File: src/rtl/load_store_unit.sv
// Byte-addressed load/store front end for a word-organised data memory.
// Loads are lane-selected and extended. Sub-word stores are done as a
// read-modify-write, so the memory only ever sees whole 32-bit words.
module load_store_unit #(
  parameter int ADDR_W = 16
) (
  input  logic              clk,
  input  logic              rst_n,
  input  logic              req_valid,
  output logic              req_ready,
  input  logic              req_is_store,
  input  logic [2:0]        req_funct3,
  input  logic [ADDR_W-1:0] req_addr,
  input  logic [31:0]       req_wdata,
  output logic              resp_valid,
  input  logic              resp_ready,
  output logic [31:0]       resp_rdata,
  output logic              resp_err,
  output logic [ADDR_W-3:0] mem_addr,
  output logic              mem_we,
  output logic [31:0]       mem_wdata,
  input  logic [31:0]       mem_rdata
);

  typedef enum logic [1:0] {
    S_IDLE,
    S_ACCESS,
    S_WRITE,
    S_RESP
  } state_t;

  state_t state, state_nx;

  logic              is_store_q;
  logic [2:0]        funct3_q;
  logic [ADDR_W-1:0] addr_q;
  logic [15:0]       wdata_q;   // only the sub-word lanes are needed after accept
  logic              accept;
  logic              req_err;
  logic              illegal;
  logic              misaligned;
  logic [7:0]        byte_sel;
  logic [15:0]       half_sel;
  logic [31:0]       load_data;
  logic [31:0]       merged;

  assign accept     = req_valid && req_ready;
  assign req_ready  = (state == S_IDLE);
  assign resp_valid = (state == S_RESP);
  assign mem_addr   = addr_q[ADDR_W-1:2];

  // Request legality: illegal funct3 encodings and natural-alignment violations.
  always_comb begin
    illegal    = 1'b0;
    misaligned = 1'b0;
    if (req_is_store) begin
      illegal = req_funct3[2];
    end else begin
      illegal = (req_funct3 == 3'b011) || (req_funct3[2:1] == 2'b11);
    end
    if (req_funct3[1]) begin
      misaligned = (req_addr[1:0] != 2'b00);
    end else if (req_funct3[0]) begin
      misaligned = req_addr[0];
    end
    req_err = illegal || misaligned;
  end

  // Lane selection and extension of the memory word for loads.
  always_comb begin
    byte_sel  = mem_rdata[{addr_q[1:0], 3'b000} +: 8];
    half_sel  = addr_q[1] ? mem_rdata[31:16] : mem_rdata[15:0];
    load_data = '0;
    case (funct3_q)
      3'b000:  load_data = {{24{byte_sel[7]}}, byte_sel};
      3'b001:  load_data = {{16{half_sel[15]}}, half_sel};
      3'b010:  load_data = mem_rdata;
      3'b100:  load_data = {24'd0, byte_sel};
      3'b101:  load_data = {16'd0, half_sel};
      default: load_data = '0;
    endcase
  end

  // Merge of sub-word store data into the old memory word.
  always_comb begin
    merged = mem_rdata;
    if (funct3_q[0]) begin
      merged[{addr_q[1], 4'b0000} +: 16] = wdata_q;
    end else begin
      merged[{addr_q[1:0], 3'b000} +: 8] = wdata_q[7:0];
    end
  end

  // Write enable decoded from registered state only, so it is stable
  // across the falling edge where the memory commits.
  always_comb begin
    mem_we = 1'b0;
    if (state == S_WRITE) begin
      mem_we = 1'b1;
    end else if ((state == S_ACCESS) && is_store_q && funct3_q[1]) begin
      mem_we = 1'b1;
    end
  end

  // Next-state logic.
  always_comb begin
    state_nx = state;
    case (state)
      S_IDLE: begin
        if (accept) begin
          state_nx = req_err ? S_RESP : S_ACCESS;
        end
      end
      S_ACCESS: begin
        state_nx = (is_store_q && !funct3_q[1]) ? S_WRITE : S_RESP;
      end
      S_WRITE: begin
        state_nx = S_RESP;
      end
      S_RESP: begin
        if (resp_ready) begin
          state_nx = S_IDLE;
        end
      end
      default: state_nx = S_IDLE;
    endcase
  end

  // State register.
  always_ff @(posedge clk or negedge rst_n) begin
    if (!rst_n) begin
      state <= S_IDLE;
    end else begin
      state <= state_nx;
    end
  end

  // Request capture, load result and write-data registers.
  // The outgoing write word is registered one step early (at accept for SW,
  // at the read step for SB/SH) so mem_wdata is a plain register that
  // naturally holds its last value outside the write cycle.
  always_ff @(posedge clk or negedge rst_n) begin
    if (!rst_n) begin
      is_store_q <= 1'b0;
      funct3_q   <= '0;
      addr_q     <= '0;
      wdata_q    <= '0;
      resp_rdata <= '0;
      resp_err   <= 1'b0;
      mem_wdata  <= '0;
    end else begin
      case (state)
        S_IDLE: begin
          if (accept) begin
            is_store_q <= req_is_store;
            funct3_q   <= req_funct3;
            addr_q     <= req_addr;
            wdata_q    <= req_wdata[15:0];
            resp_rdata <= '0;
            resp_err   <= req_err;
            if (!req_err && req_is_store && req_funct3[1]) begin
              mem_wdata <= req_wdata;
            end
          end
        end
        S_ACCESS: begin
          if (!is_store_q) begin
            resp_rdata <= load_data;
          end else if (!funct3_q[1]) begin
            mem_wdata <= merged;
          end
        end
        default: ;
      endcase
    end
  end

endmodule

File: config.mk
export PLATFORM = sky130hd
export DESIGN_NAME = load_store_unit
export DESIGN_NICKNAME = d
export VERILOG_FILES = /design/src/rtl/load_store_unit.sv
export SDC_FILE = /design/constraint.sdc
export NUM_CORES = 1
export LEC_CHECK = 0
export CAP_MARGIN = 15
export CORE_UTILIZATION = 48
export DETAILED_ROUTE_END_ITERATION = 10
export PLACE_DENSITY = 0.81
export SLEW_MARGIN = 0
export SYNTH_ARGS = -nofsm -noshare
export SYNTH_HDL_FRONTEND = slang
export SYNTH_SLANG_ARGS = --single-unit
File: constraint.sdc
create_clock -name clk -period 2.8 [get_ports clk]
set_input_delay 0.56 -clock clk [delete_from_list [all_inputs] [get_ports clk]]
set_output_delay 0.56 -clock clk [all_outputs]
set_load 0.05 [all_outputs]
Yosys cells after proc, flatten, opt, wreduce, memory -nomap -nowiden
Index checks and enable logic that the tools add are counted.

word-level totals
  input bits = 88
  register bits = 103
  word-level logic and storage cells = 71
  output and inout bits = 82

operators by class
  add/subtract/negate cells = 2
  reductions and logical operators = 18
  shifts and indexed selects = 5
  mux-type cells = 23
  equality and inequality tests = 15

operator list
  kind                                                   count
  two-way mux 32 bit                                     7
  case mux 32 bit (5 select lines)                       1
  case mux 32 bit (2 select lines)                       2
  bitwise mux 32 bit                                     2
  variable shift 16 x 7 -> 32 bit, first input constant  1
  variable shift 8 x 7 -> 32 bit, first input constant   1
  indexed part select 16 x 7 -> 32 bit                   1
  indexed part select 32 x 6 -> 8 bit                    1
  indexed part select 8 x 7 -> 32 bit                    1
  two-way mux 16 bit                                     1
  negator 5 -> 7 bit                                     2
  case mux 2 bit (4 select lines)                        1
  equality test 2 bit, second input constant             3
  equality test 3 x 2 -> 1 bit, second input constant    2
  equality test 3 bit, second input constant             2
  logical AND 1 bit                                      6
  two-way mux 1 bit                                      6
  two-way mux 2 bit                                      3
  != test 2 x 1 -> 1 bit, second input constant          3
  != test 2 bit, second input constant                   3
  AND reduction 5 bit                                    1
  AND reduction 2 bit                                    2
  nonzero test 2 bit                                     2
  equality test 3 x 1 -> 1 bit, second input constant    1
  6 further kinds                                        8

Depth between registers and ports, before layout
  depth in word-level cells = 10
  gate-level depth with buffers = 9

Worst setup path before layout
OpenSTA, ideal clock, no wires.

  path type = register to register
  from = register addr_q[1]
  to = register mem_wdata[16]
  cell stages (with the launch flop) = 10
  required time = 2733 ps
  data arrival time = 2326 ps
  path slack = 408 ps
  library setup time = 67 ps
  path through = dfrtp_1 buf_2 buf_2 inv_1 ha_1 buf_2 nor4b_2 nand3_1 a31oi_1 mux2_2

between the ends
  word-level cells in the longest chain between the ends = 7
  elaborated cells between the ends (all ways) = 12
  those cells by class = add/sub (2); shift (4); mux (6)

ends and longest elaborated chain
  item                                                                line    RTL
  start, declared                                                     36      logic [ADDR_W-1:0] addr_q;
  start signal, assigned                                              157     addr_q <= req_addr;
  negator 5 -> 7 bit, on equally long branches                        88, 90
  indexed part select 16 x 7 -> 32 bit, or another cell as far along  88      merged[{addr_q[1], 4'b0000} +: 16] = wdata_q;
  bitwise mux 32 bit, on equally long branches                        88, 90
  two-way mux 32 bit (*)                                              87      if (funct3_q[0]) begin
  two-way mux 32 bit (*)                                              169     end else if (!funct3_q[1]) begin
  two-way mux 32 bit (*)                                              167     if (!is_store_q) begin
  case mux 32 bit (2 select lines) (*)                                152     case (state)
  end signal, assigned                                                162     mem_wdata <= req_wdata;
  end signal, assigned                                                170     mem_wdata <= merged;
  end, declared                                                       21      output logic [31:0] mem_wdata,

Every way passes the cells marked *; elsewhere a longest branch is shown, timed or not. The select of a mux whose other input is x is not followed.
A chain may end at the register's enable or synchronous reset.

Final worst setup path
  from = register state[1]
  to = output port req_ready

between the ends
  word-level cells in the longest chain between the ends = 1

ends and longest elaborated chain
  item                    line  RTL
  start, declared         32    state_t state, state_nx;
  start signal, assigned  134   state <= state_nx;
  zero test 2 bit         48    assign req_ready = (state == S_IDLE);
  end, declared           10    output logic req_ready,

No other way between the ends.

==> metrics.md <==
| Metric | Value |
|---|---|
| Status | complete, no violations |
| Synth warnings | 0 |
| Die footprint | approximately 13000 µm² |
| HPWL after detailed placement | 13.8 mm |
| Ant. Diodes | 0 |
| WS Path Type | register to output pin |
| Int Power | around 5.7 mW |
| Worst-path clk slew | approximately 70 ps |
| CTS tree | built |
| Global-route wire length before repair | 29.4 mm |
| Site row count | 40 |
| Fin util | 67.0% |
| Most frequent cell after synthesis | dfrtp_1 |
| Sw frac | between 40 and 50% |
| Drt drc | 0 |
| Worst hold path class | primary input to asynchronous set/reset pin |
| Core ar. | roughly 12000 µm² |
| Worst Path Required | about 2200 ps |
| CP startpoint | state[1] |
| Sequential power share | about a quarter |
| Critical path launch point type | register |
| Clk root buf | clkbuf_16 |
| Synth unique cells | 43 |
| Area leader, netlist | dfrtp_1 |
| Synth Area in Simple Gates | between 10% and 20% |
| R2r setup slk | ~500 ps |
| Critical Path Fanout Max | 10 |
| Crit share post-route | roughly 96% |
| Mux contribution to synthesized area | 18.2% |
| Max Clk Rate | ~370 MHz |
| Worst R2R Path Depth | 7 |
| Post-synth net total | around 670 |
| Logic pwr share | roughly 63% |
| Gr ovfl total | 0 |
| Layout area overhead | 35.7% |
| Initial antenna violation count | 0 |
| Main flop type after synthesis | dfrtp_1 |
| Critical Path End Type | output pin |
| #FFs+latches synth | about 100 |
| Top cell type's share of synthesized area | 43.5% |
| P_leak | between 3 and 4 nW |
| Avg Cell Area, Syn | between 10 and 15 µm² |
| Die H | between 100 and 150 µm |
| Power per Cell Area | approximately 1400 nW/µm² |
| WL final | 18.7 mm |
| Setup TNS | 0 ps |
| Hold_buf cts | 0 |
| VDD IR max | between 900 and 1000 µV |
| Clock Tree Buf Depth | 2 |
| Commonest cells post-synth | dfrtp_1, mux2_2, nand2_1, nand2b_1, o22ai_1 |
| Pin count of the biggest net entering global routing | between 50 and 60 |
| Max_cap viols | 0 |
| EDFF count, synth | 0 |
| Initial core utilization | 49.4% |
| RSZ-0062 raised after global routing | no |
| Post-synthesis sequential area ratio | between 40% and 50% |
| GP Congestion | slightly below 0.9 |
| Total vias in the final route | approximately 5300 |
| Post-Synth Adder-Cell Area | under 10% |
| DRT Pass-1 Iters | 5 |
| Total setup buffers inserted after CTS | 0 |
| Setup violators final | 0 |
| Crit path DAT | around 2100 ps |
| IO buf count | around 170 |
| Clock Latency Late Sink | 360 ps |
| I/O pins | between 150 and 200 |
| Total CTS buffers | 9 |
| Die X | around 110 µm |
| H-tree levels | 3 |
| Nets | roughly 810 |
| Max Transition Viols Final | 0 |
| RR Startpoint | state[1] |
| Largest family of logic cells by synthesized area | multiplexers |
| Mapped Cells | around 570 |
| Hold Vio Cnt, Final | 0 |
| Clock Sinks | 103 |
| Crit path time final | about 2700 ps |
| Post_cts resized | 0 |
| Skew final | between 7 and 8 ps |
| RR Endpoint | mem_wdata[7] |
| Vias in the first global route | around 5400 |
| Post-Synth XOR/XNOR Area | 0% |
| Clock share of power | between 10% and 20% |
| Async S/R FF share, synth | 100% |
| Slew HR | a little over half |
| Sw power | between 5 and 6 mW |
| Antenna Nets Post-Route | 0 |
| Synth Area in Compound Gates | 17.6% |
| Share of layout cells above drive strength 1 | between 20 and 25% |
| Synthesized area | 5930 µm² |
| Routed WL per cell | approximately 22 µm |
| Initial drt markers | 380 |
| Tot GR Track Use | roughly 30% |
| Synth top area cells | dfrtp_1, mux2_2, nand2_1 |
| Worst-margin pin slew | about 680 ps |
| Via density | ~6 |
[critical path: stages, from the launching register on]
cell	delay, ps
dfrtp_1	430
inv_1	110
ha_1	370
clkdlybuf4s50_1	870
[area by class of cell]
class | count | area, µm²
tap | 147 | 184
clock inverter | 7 | 72.6
clock buffer | 9 | 225
inverter | 14 | 52.6
fill | 949 | 3970
multi-input combinational | 392 | 3000
sequential | 103 | 2580
timing repair buffer | 195 | 1930
[logic make-up (layout without fill, tap and decap cells)]
family,count (synthesis),in the layout
buffers and inverters,74,225
AOI/OAI and AO/OA,146,146
muxes,95,95
and+or+nand+nor,142,142
DFF,103,103
adders and majority gates,9,9
[routing by layer]
| layer | up-vias | wire length, µm | track usage (%) |
|---|---|---|---|
| met5 | - | 0 | 0 |
| met4 | 0 | 399 | 9.74 |
| met3 | 29 | 1600 | 5.89 |
| met2 | 280 | 8660 | 47.8 |
| met1 | 2642 | 8090 | 41.3 |
| li1 | 2386 | - | - |
[sequential cells by signal, indices dropped and copies added, names as in the netlist]
name and count:
mem_wdata 32, resp_rdata 32, addr_q 16, wdata_q 16, funct3_q 3, state 2
is_store_q 1, resp_err 1
[worst max path at each step]
stage	end	slack (ps)	cells past startpoint
3_3_place_gp	resp_rdata[16]	220	5
4_1_cts	req_ready	100	3
3_5_place_dp	resp_rdata[25]	140	5
2_1_floorplan	mem_wdata[16]	410	9
6_report	req_ready	100	3
5_1_grt	req_ready	8	3
[metrics by stage]
step / std cells / hold slack [ps] / area (µm²) / setup slack [ps] / total power [mW]
after floorplan: 569 / 264 / 5930 / 408 / 7.72
after global placement: 850 / 466 / 7740 / 223 / 9.64
after detailed placement: 850 / 471 / 7740 / 137 / 9.80
after CTS: 866 / 261 / 8040 / 96.5 / 11.1
after global routing: 867 / 285 / 8050 / 8.12 / 11.7
final: 867 / 225 / 8050 / 100 / 11.1
[power groups by stage]
| stage | Combinational (mW) | Sequential (mW) | Clock [mW] |
|---|---|---|---|
| after floorplan | 3.50 | 4.22 | 0 |
| after global placement | 6.83 | 2.81 | 0 |
| after detailed placement | 6.95 | 2.85 | 0 |
| after CTS | 6.98 | 2.83 | 1.29 |
| after global routing | 7.39 | 2.94 | 1.35 |
| final | 7.01 | 2.86 | 1.29 |
[layout by cell type (no fill, tap or decap), drive strengths merged, types with 2 or more instances in the layout]
master	instances
clkdlybuf4s50	167
o21bai	2
a31oi	24
a221oi	9
a221o	25
nand3	21
nor3b	2
buf	28
mux2	93
o31ai	2
a2111oi	2
nand4b	2
o21ai	28
a21oi	9
a22oi	7
clkbuf	9
clkinvlp	2
nand2b	33
o22ai	32
nor2	3
dfrtp	103
nand2	56
nor4b	3
a31o	2
ha	9
clkinv	3
nor2b	9
inv	15
nand4	8
No activity file was read; power rests on OpenSTA's default activity.
